$ cat src/rtl/bus_wait_ctrl.sv
// bus_wait_ctrl: decodes the CPU bus into ROM/RAM/IO selects and holds n_rdy high for per-region wait states.
// Latency: n_rdy low 2+WAIT edges after access start; IO additionally waits for n_io_rdy low.
// Flow control: the CPU is stalled via n_rdy; optional BUS_TIMEOUT_EN bounds IO waits to TIMEOUT cycles.
module bus_wait_ctrl #(
  parameter logic [15:0] RAM_BASE = 16'h8000,
  parameter logic [15:0] IO_BASE  = 16'hFF00,
  parameter int unsigned ROM_WAIT = 2,
  parameter int unsigned RAM_WAIT = 0,
  parameter int unsigned IO_WAIT  = 1,
  parameter int unsigned TIMEOUT  = 64
) (
  input  logic        clk,
  input  logic        n_rst,
  input  logic [15:0] a,
  input  logic        n_oe,
  input  logic        n_we,
  output logic        n_rdy,
  output logic        n_cs_rom,
  output logic        n_cs_ram,
  output logic        n_cs_io,
  input  logic        n_io_rdy,
  output logic        bus_err
);

  typedef enum logic [1:0] {S_IDLE, S_WAIT, S_READY} state_t;
  typedef enum logic [1:0] {R_NONE, R_ROM, R_RAM, R_IO} region_t;

  localparam logic [3:0] ROM_W = 4'(ROM_WAIT);
  localparam logic [3:0] RAM_W = 4'(RAM_WAIT);
  localparam logic [3:0] IO_W  = 4'(IO_WAIT);

  state_t     state, state_nxt;
  region_t    region, region_nxt, a_region;
  logic [3:0] cnt, cnt_nxt, a_wait;
  logic       dir_we, dir_we_nxt;
  logic       bus_err_nxt, n_rdy_nxt;
  logic       n_cs_rom_nxt, n_cs_ram_nxt, n_cs_io_nxt;
  logic       single, conflict, released, active_nxt;

`ifdef BUS_TIMEOUT_EN
  localparam logic [7:0] TO_LAST = 8'(TIMEOUT - 1);
  logic [7:0] tcnt, tcnt_nxt;
`endif

  assign single   = n_oe ^ n_we;
  assign conflict = ~n_oe & ~n_we;
  assign released = n_oe & n_we;

  always_comb begin
    a_region = R_IO;
    a_wait   = IO_W;
    if (a < RAM_BASE) begin
      a_region = R_ROM;
      a_wait   = ROM_W;
    end else if (a < IO_BASE) begin
      a_region = R_RAM;
      a_wait   = RAM_W;
    end
  end

  always_comb begin
    state_nxt   = state;
    region_nxt  = region;
    cnt_nxt     = cnt;
    dir_we_nxt  = dir_we;
    bus_err_nxt = bus_err;
`ifdef BUS_TIMEOUT_EN
    tcnt_nxt    = tcnt;
`endif
    case (state)
      S_IDLE: begin
        if (single) begin
          state_nxt  = S_WAIT;
          region_nxt = a_region;
          cnt_nxt    = a_wait;
          dir_we_nxt = ~n_we;
`ifdef BUS_TIMEOUT_EN
          tcnt_nxt   = '0;
`endif
        end else if (conflict) begin
          // Complete the cycle without selecting anything so the CPU cannot hang.
          state_nxt   = S_READY;
          region_nxt  = R_NONE;
          bus_err_nxt = 1'b1;
        end
      end
      S_WAIT: begin
        if (released) begin
          state_nxt  = S_IDLE;
          region_nxt = R_NONE;
        end else if (cnt == 4'd0 && (region != R_IO || !n_io_rdy)) begin
          state_nxt = S_READY;
`ifdef BUS_TIMEOUT_EN
        end else if (region == R_IO && tcnt == TO_LAST) begin
          state_nxt   = S_READY;
          bus_err_nxt = 1'b1;
`endif
        end else begin
          if (cnt != 4'd0) cnt_nxt = cnt - 4'd1;
`ifdef BUS_TIMEOUT_EN
          if (region == R_IO) tcnt_nxt = tcnt + 8'd1;
`endif
        end
      end
      S_READY: begin
        if (released) begin
          state_nxt  = S_IDLE;
          region_nxt = R_NONE;
        end
      end
      default: begin
        state_nxt  = S_IDLE;
        region_nxt = R_NONE;
      end
    endcase

    // Selects follow the latched region; ROM writes are never presented to the ROM.
    active_nxt   = (state_nxt != S_IDLE);
    n_rdy_nxt    = (state_nxt != S_READY);
    n_cs_rom_nxt = !(active_nxt && region_nxt == R_ROM && !dir_we_nxt);
    n_cs_ram_nxt = !(active_nxt && region_nxt == R_RAM);
    n_cs_io_nxt  = !(active_nxt && region_nxt == R_IO);
  end

  always_ff @(posedge clk) begin
    if (!n_rst) begin
      state    <= S_IDLE;
      region   <= R_NONE;
      cnt      <= '0;
      dir_we   <= 1'b0;
      n_rdy    <= 1'b1;
      n_cs_rom <= 1'b1;
      n_cs_ram <= 1'b1;
      n_cs_io  <= 1'b1;
      bus_err  <= 1'b0;
`ifdef BUS_TIMEOUT_EN
      tcnt     <= '0;
`endif
    end else begin
      state    <= state_nxt;
      region   <= region_nxt;
      cnt      <= cnt_nxt;
      dir_we   <= dir_we_nxt;
      n_rdy    <= n_rdy_nxt;
      n_cs_rom <= n_cs_rom_nxt;
      n_cs_ram <= n_cs_ram_nxt;
      n_cs_io  <= n_cs_io_nxt;
      bus_err  <= bus_err_nxt;
`ifdef BUS_TIMEOUT_EN
      tcnt     <= tcnt_nxt;
`endif
    end
  end

endmodule

$ cat config.mk
export PLATFORM = sky130hd
export DESIGN_NAME = bus_wait_ctrl
export DESIGN_NICKNAME = d
export VERILOG_FILES = /design/src/rtl/bus_wait_ctrl.sv
export SDC_FILE = /design/constraint.sdc
export NUM_CORES = 1
export LEC_CHECK = 0
export ABC_AREA = 1
export CORE_UTILIZATION = 42
export DETAILED_ROUTE_END_ITERATION = 16
export PLACE_DENSITY = 0.79
export SYNTH_ARGS = -nofsm -noshare
export SYNTH_HDL_FRONTEND = slang
export SYNTH_SLANG_ARGS = --single-unit
$ cat constraint.sdc
create_clock -name clk -period 1.2 [get_ports clk]
set_input_delay 0.24 -clock clk [delete_from_list [all_inputs] [get_ports clk]]
set_output_delay 0.24 -clock clk [all_outputs]
set_load 0.02 [all_outputs]
==> results of run 1 <==
==> registers in the layout (all words and copies together), names as in the netlist <==
register and flops:
cnt 4, region 2, state 2, bus_err 1, dir_we 1, n_cs_io 1
n_cs_ram 1, n_cs_rom 1, n_rdy 1
==> per-layer routing <==
metal / up-vias / track usage (%)
met5: - / 0
met4: 0 / 12.8
met3: 6 / 6.30
met2: 17 / 42.1
met1: 440 / 26.0
li1: 466 / -
==> report_power, final <==
part           switching [uW]  internal, uW
Combinational             529           429
Sequential               57.3           535
Clock                     165           185
==> per-stage QoR <==
step | utilization [%] | worst slack, ns | total power, uW | cell area, um2
after global placement | 63.5 | -0.500 | 1390 | 1260
after CTS | 68.0 | -0.111 | 1820 | 1350
final | 70.0 | -0.146 | 1900 | 1390
after floorplan | - | 0.00660 | 1140 | 942
after detailed placement | 63.5 | -0.544 | 1410 | 1260
after global routing | 70.0 | -0.210 | 2010 | 1390
==> synth_stat cells <==
cell,instances
nor2_4,1
o21ai_1,3
inv_1,16
nand2_4,2
nand2_1,24
a21oi_4,1
nor2_2,2
inv_2,5
ha_1,9
dfxtp_1,14
a21oi_1,2
nor2_1,13
xnor2_1,1
o21ai_0,2
nand2_2,3
nand4_1,3
nand3_2,5
a21oi_2,3
nand3_1,10
nor3_1,2
o21ai_2,1
==> cells in the final DEF, fill, tap and decap left out, types with 5 or more instances in the layout <==
cell type / count
inv_2: 9
nand2_1: 19
nor2_1: 10
clkdlybuf4s50_1: 10
inv_1: 9
nand3_2: 6
nand3_1: 9
nand2_2: 7
dfxtp_1: 11
nor2_2: 5
buf_4: 17
==> logic make-up (layout without fill, tap and decap cells) <==
group,Yosys count,after routing,share of synthesized area (%)
simple gates,65,65,37.0
flops,14,14,31.2
fa+ha+maj,9,9,12.5
compound gates,12,12,9.60
buf+inv,21,60,8.76
xor+xnor,1,1,0.974
==> repair_timing <==
item,4_1_cts,5_1_grt
endpoints found under the hold margin,0,0
pin swaps,9,5
endpoints found under the setup margin,18,18
buffers inserted,1,2
gates resized for setup,26,18
==> final cells by class <==
class                   instances  area, um2
multi-input cells              87        643
fillers                       149        594
repair buffers                 35        297
flip-flops and latches         14        289
inverters                      21       88.8
clock buffers                   4       36.3
well taps                      27       33.8
==> path summary, 6_finish.rpt <==
path / start / end / slack (ns) / cells after the start
min: bus_err / bus_err / 0.48 / 2
max: state[0] / n_cs_io / -0.15 / 7
max reg2reg: state[0] / n_cs_io / -0.15 / 7
min reg2reg: bus_err / bus_err / 0.48 / 2
==> worst max-delay path, stage by stage (launching register included) <==
cell and delay, ns:
dfxtp_4 0.40, inv_6 0.05, ha_4 0.17, o21ai_4 0.16, nor2_2 0.07, a21oi_2 0.18, nand3_2 0.14, nand3_1 0.11
==> Flow_metrics.wiki, run 1 <==
{| class="wikitable"
! Metric !! Value
|-
| Pin count of the biggest net entering global routing || 9
|-
| Uppermost layer routed || met4
|-
| Top-area cell type share of the netlist area || 31.2%
|-
| Core region area || 0.00198 mm2
|-
| Synthesized area per cell || approximately 7.4 um2
|-
| Pwr per Cell Area || 1370 mW/mm2
|-
| Startpoint class of the critical path || register
|-
| Count of pins on the block boundary || 26
|-
| Number of max-slew violations in the final report || 0
|-
| Critical path capture point type || register
|-
| DRT Pass-1 Iters || 4
|-
| Peak ir drop on the vdd network || 0.900 mV
|-
| Number of flip-flops and latches in the synthesized netlist || 14
|-
| Worst-case clock skew || slightly above 0.01 ns
|-
| Vias in the first global route || about 890
|-
| First-pass GRT wire length || 3770 um
|-
| CTS hold repair buffers || 0
|-
| Arrival time worst endpoint || between 1.5 and 2 ns
|-
| Number of buffers added by the clock tree synthesis step || 3
|-
| Violations in the final reports || setup timing
|-
| Setup ws final || -0.146 ns
|-
| Worst Path Class, Setup || register to register
|-
| Top post-synthesis cells by area || dfxtp_1, ha_1, nand2_1
|-
| DR WL/cell || 13.1 um
|-
| Clock sink count || 14
|-
| Antenna diode count || 0
|-
| Final cycle utilization of the critical path || 112%
|-
| # nets final || 192
|-
| Routability congestion estimate from global placement || 0.880
|-
| Post-Layout Cell Count || 188
|-
| Number of violations reported at the end of detailed-routing iteration 0 || 16
|-
| Post-synth cell types || 21
|-
| Die ar. || 0.00233 mm2
|-
| Post-Place Cells || 181
|-
| Antenna violations before repair || 0
|-
| Final-report setup violation count || 11
|-
| Total Negative Setup Slacks || -1.05 ns
|-
| DIE WIDTH || between 40 and 50 um
|-
| Met3 routed wirelength || 99 um
|-
| Clock tree from TritonCTS || built
|-
| Global route total overflow || 0
|-
| Leakage power summed over all cells || 0.000633 uW
|-
| Number of cells produced by synthesis || 122
|-
| Number of hold violations in the final report || 0
|-
| Transition time of the tightest slew-check pin || ~0.30 ns
|-
| H-Tree Level Count || 1
|-
| Worst endpoint required time || 1.43 ns
|-
| Clock transition at the registers of the reported paths || 0.09 ns
|-
| Overall fraction of global-route tracks in use || a little under a quarter
|-
| Layout area overhead || 54.2%
|-
| Maximum net fanout on the critical path || 3
|-
| Count of nets left with antenna violations after detail routing || 0
|-
| Class of the tightest hold or removal check || register to register
|-
| Aggregate routed wire length || ~2500 um
|-
| Cell row count || 16
|-
| Outcome || complete, but fails checks
|-
| Number of maximum-capacitance constraint violations || 0
|-
| Die Y-Extent || roughly 48 um
|-
| Routed met2 length || 1300 um
|-
| Number of remaining DRC errors || 0
|-
| Effective utilization at floorplan || a little under half
|-
| RSZ-0062 raised after global routing || true
|-
| Crit path time final || 1.35 ns
|-
| Hold slack final || 0.480 ns
|-
| Area of the mapped netlist || 900 um2
|-
| Skew-Pair Late Insertion Delay || 0.29 ns
|-
| Portion of the post-synthesis area used by sequential elements || 31.2%
|-
| Share of post-route cells with drive strength above 1 || 46.0%
|-
| Slew headroom || 80.2%
|-
| Vias/cell || between 4 and 5
|-
| Net count after synthesis || ~150
|-
| Count of vias placed by the detailed router || approximately 930
|-
| Routed metal-1 wirelength || just over 1000 um
|-
| # port buffers || 17
|-
| Half-perimeter wire length of the detailed placement result || approximately 1700 um
|-
| Library cell occupying the most area in the post-synthesis netlist || dfxtp_1
|-
| Maximum number of buffers from clock root to sink || 2
|-
| Clk Tree Root Cell || clkbuf_4
|-
| Achievable frequency || 743 MHz
|-
| Warning count from the yosys run || 0
|}
Power figures use the tool's default switching activity.
==> run 2, diff against run 1 <==
Settings changed: MAX_ROUTING_LAYER set to met4.
==> run 2 against run 1 <==
Against the previous run: the flow still finishes with violations (setup timing); sequential share of layout area decreased by 0.075 points; die area did not move; clock skew grew 0.00069 ns; worst hold slack about the same; first-iteration DRC count is 69% higher; highest routed layer unchanged; global-route usage up 0.67 points; critical endpoint is now cnt[1]; core utilization increased by 0.25 points; cell area up 0.36%; via count increased by 1.8%; count of clock-buffer cells in the layout did not move; register-to-register slack is essentially flat.
==> Flow_metrics.wiki, run 2 (synthesis gave the netlist of run 1 again) <==
{| class="wikitable"
! Metric !! Value
|-
| Max reg flops || 4 (unchanged)
|-
| Transition time of the tightest slew-check pin || 0.295 ns (+0.000279 ns)
|-
| Share of post-route cells with drive strength above 1 || 45.3% (-0.62 points)
|-
| Clock transition at the registers of the reported paths || 0.10 ns (about the same)
|-
| Antenna diode count || 0 (unchanged)
|-
| Worst endpoint required time || 1.40 ns (-0.03 ns)
|-
| Number of violations reported at the end of detailed-routing iteration 0 || 27 (+11)
|-
| Skew-Pair Late Insertion Delay || 0.30 ns (about the same)
|-
| Outcome || complete, but fails checks
|-
| Maximum net fanout on the critical path || 6 (+3)
|-
| Die Y-Extent || 48.3 um (unchanged)
|-
| Placed standard-cell area || 0.00126 mm2 (unchanged)
|-
| Critical path's most frequent cell || inv_2
|-
| Critical path capture point type || register
|-
| DR WL/cell || 13.2 um (+1.1%)
|-
| First-pass GRT wire length || 3780 um (+0.37%)
|-
| Biggest regs || cnt x4, region x2, state x2
|-
| Aggregate routed wire length || 2490 um (+1.1%)
|-
| Register containing the most flip-flops in the final layout || cnt
|-
| Vias in the first global route || 886 (-0.23%)
|-
| Number of hold violations in the final report || 0 (unchanged)
|-
| Final-report setup violation count || 11 (unchanged)
|-
| Half-perimeter wire length of the detailed placement result || 1700 um (unchanged)
|-
| Final cycle utilization of the critical path || 113% (+0.45 points)
|-
| Arrival time worst endpoint || 1.55 ns (-0.02 ns)
|-
| Count of nets left with antenna violations after detail routing || 0 (unchanged)
|-
| Number of maximum-capacitance constraint violations || 0 (unchanged)
|-
| Worst-case clock skew || 0.0109 ns (+0.000691 ns)
|-
| # nets final || 192 (unchanged)
|-
| Violations in the final reports || setup timing
|-
| Maximum number of buffers from clock root to sink || 2 (unchanged)
|-
| Number of buffers added by the clock tree synthesis step || 3 (unchanged)
|-
| Most common cell after layout, fill and taps aside || nand2_1
|-
| DRT Pass-1 Iters || 4 (unchanged)
|-
| Slew headroom || 80.2% (about the same)
|-
| RSZ-0062 raised after global routing || true
|-
| Peak ir drop on the vdd network || 0.901 mV (about the same)
|-
| Global route total overflow || 0 (unchanged)
|-
| R2R Setup Slk || -0.15 ns (about the same)
|-
| Clock tree from TritonCTS || built
|-
| Routability congestion estimate from global placement || 0.895 (+1.7%)
|-
| Startpoint class of the critical path || register
|-
| Leading cell types in the layout, fill and taps excluded || nand2_1, buf_4, dfxtp_1
|-
| Delay contributed by the slowest stage of the critical path || 0.38 ns (-0.02 ns)
|-
| Pwr per Cell Area || 1370 mW/mm2 (+0.26%)
|-
| Pin count of the biggest net entering global routing || 9 (unchanged)
|-
| Antenna violations before repair || 0 (unchanged)
|-
| H-Tree Level Count || 1 (unchanged)
|-
| Worst Path Class, Setup || register to register
|-
| Layout area overhead || 54.8%
|-
| Post-Place Worst Slack || -0.544 ns (unchanged)
|-
| Cell row count || 16 (unchanged)
|-
| Vias/cell || 5.03 (+1.8%)
|-
| Leakage power summed over all cells || 0.000634 uW (+0.13%)
|-
| Setup ws final || -0.152 ns (-0.00537 ns)
|-
| Number of max-slew violations in the final report || 0 (unchanged)
|-
| Count of pins on the block boundary || 26 (unchanged)
|-
| Crit path time final || 1.35 ns (+0.00537 ns)
|-
| Count of vias placed by the detailed router || 946 (+1.8%)
|-
| CTS hold repair buffers || 0 (unchanged)
|-
| Overall fraction of global-route tracks in use || 24.6% (+0.67 points)
|-
| DIE WIDTH || 48.3 um (unchanged)
|-
| Final instance area || 0.00139 mm2 (+0.36%)
|-
| Clk Tree Root Cell || clkbuf_4
|-
| Clock sink count || 14 (unchanged)
|-
| Effective utilization at floorplan || 45.4% (unchanged)
|-
| Core utilization of the finished layout || 70.3% (+0.25 points)
|-
| Cell-by-cell trace of the critical path || inv_6 > ha_4 > inv_2 > nor2_4 > inv_2 > nand2_4 > nand2_2 > nand2_1 > nor2_1
|-
| Number of remaining DRC errors || 0 (unchanged)
|-
| Achievable frequency || 740 MHz (-0.40%)
|-
| Core region area || 0.00198 mm2 (unchanged)
|-
| # port buffers || 17 (unchanged)
|-
| Cell with the largest stage delay on the worst path || dfxtp_4
|-
| Die ar. || 0.00233 mm2 (unchanged)
|-
| Class of the tightest hold or removal check || register to register
|}
-- run 2: changes by cell type in the layout (fill, tap and decap cells not counted) --
cell | before | now
clkbuf_2 | 2 | 1
clkdlybuf4s15_1 | 3 | 4
-- run 2: final timing paths --
path / from / to / cells after the start
setup / recovery: state[0] / cnt[1] / 9
hold / removal: bus_err / bus_err / 2
setup reg to reg: state[0] / cnt[1] / 9
hold reg to reg: bus_err / bus_err / 2
-- run 2: area by class of cell --
cell class	instances	area, um2
Multi-Input combinational cell	87	643
Fill cell	148	589
Timing Repair Buffer	35	302
Sequential cell	14	289
Inverter	21	88.8
Clock buffer	4	36.3
Tap cell	27	33.8
-- run 2: critical path: cells and delay by family, from the launching register on --
kind	cells	cell delay, ns
flip-flops	1	0.38
AND/OR/NAND/NOR	5	0.45
buffers and inverters	3	0.22
adder cells (fa/ha/maj)	1	0.18
-- run 2: metal layers --
metal	wire length (um)	GRT usage [%]	vias up
li1	-	-	466
met1	1020	26.2	443
met2	1280	42.7	27
met3	115	5.56	10
met4	73	11.7	0
met5	0	-	-
-- run 2: repair_timing --
action / 4_1_cts / 5_1_grt
gates cloned: 0 / 0
resized for setup: 26 / 17
buffers inserted: 1 / 2
pin swaps: 9 / 5
endpoints found under the setup margin: 18 / 18
-- run 2: metrics by stage --
stage / TNS, ns / total power [uW] / hold WS, ns / instances
finish: -1.13 / 1910 / 0.480 / 188
global route: -1.68 / 2010 / 0.530 / 188
CTS: -0.627 / 1820 / 0.484 / 186
detailed placement: -6.31 / 1410 / 0.462 / 181
global placement: -5.82 / 1390 / 0.459 / 181
floorplan: 0 / 1140 / 0.366 / 122
-- run 2: where the power goes --
part | internal, uW | switching, uW
Sequential | 535 | 57.5
Clock | 185 | 172
Combinational | 430 | 532
Total | 1150 | 761
==> run 3, diff against run 2 <==
Settings changed: CAP_MARGIN set to 25.
==> results of run 3 <==
The final DEF is identical to that of run 2; final timing and power are the same.
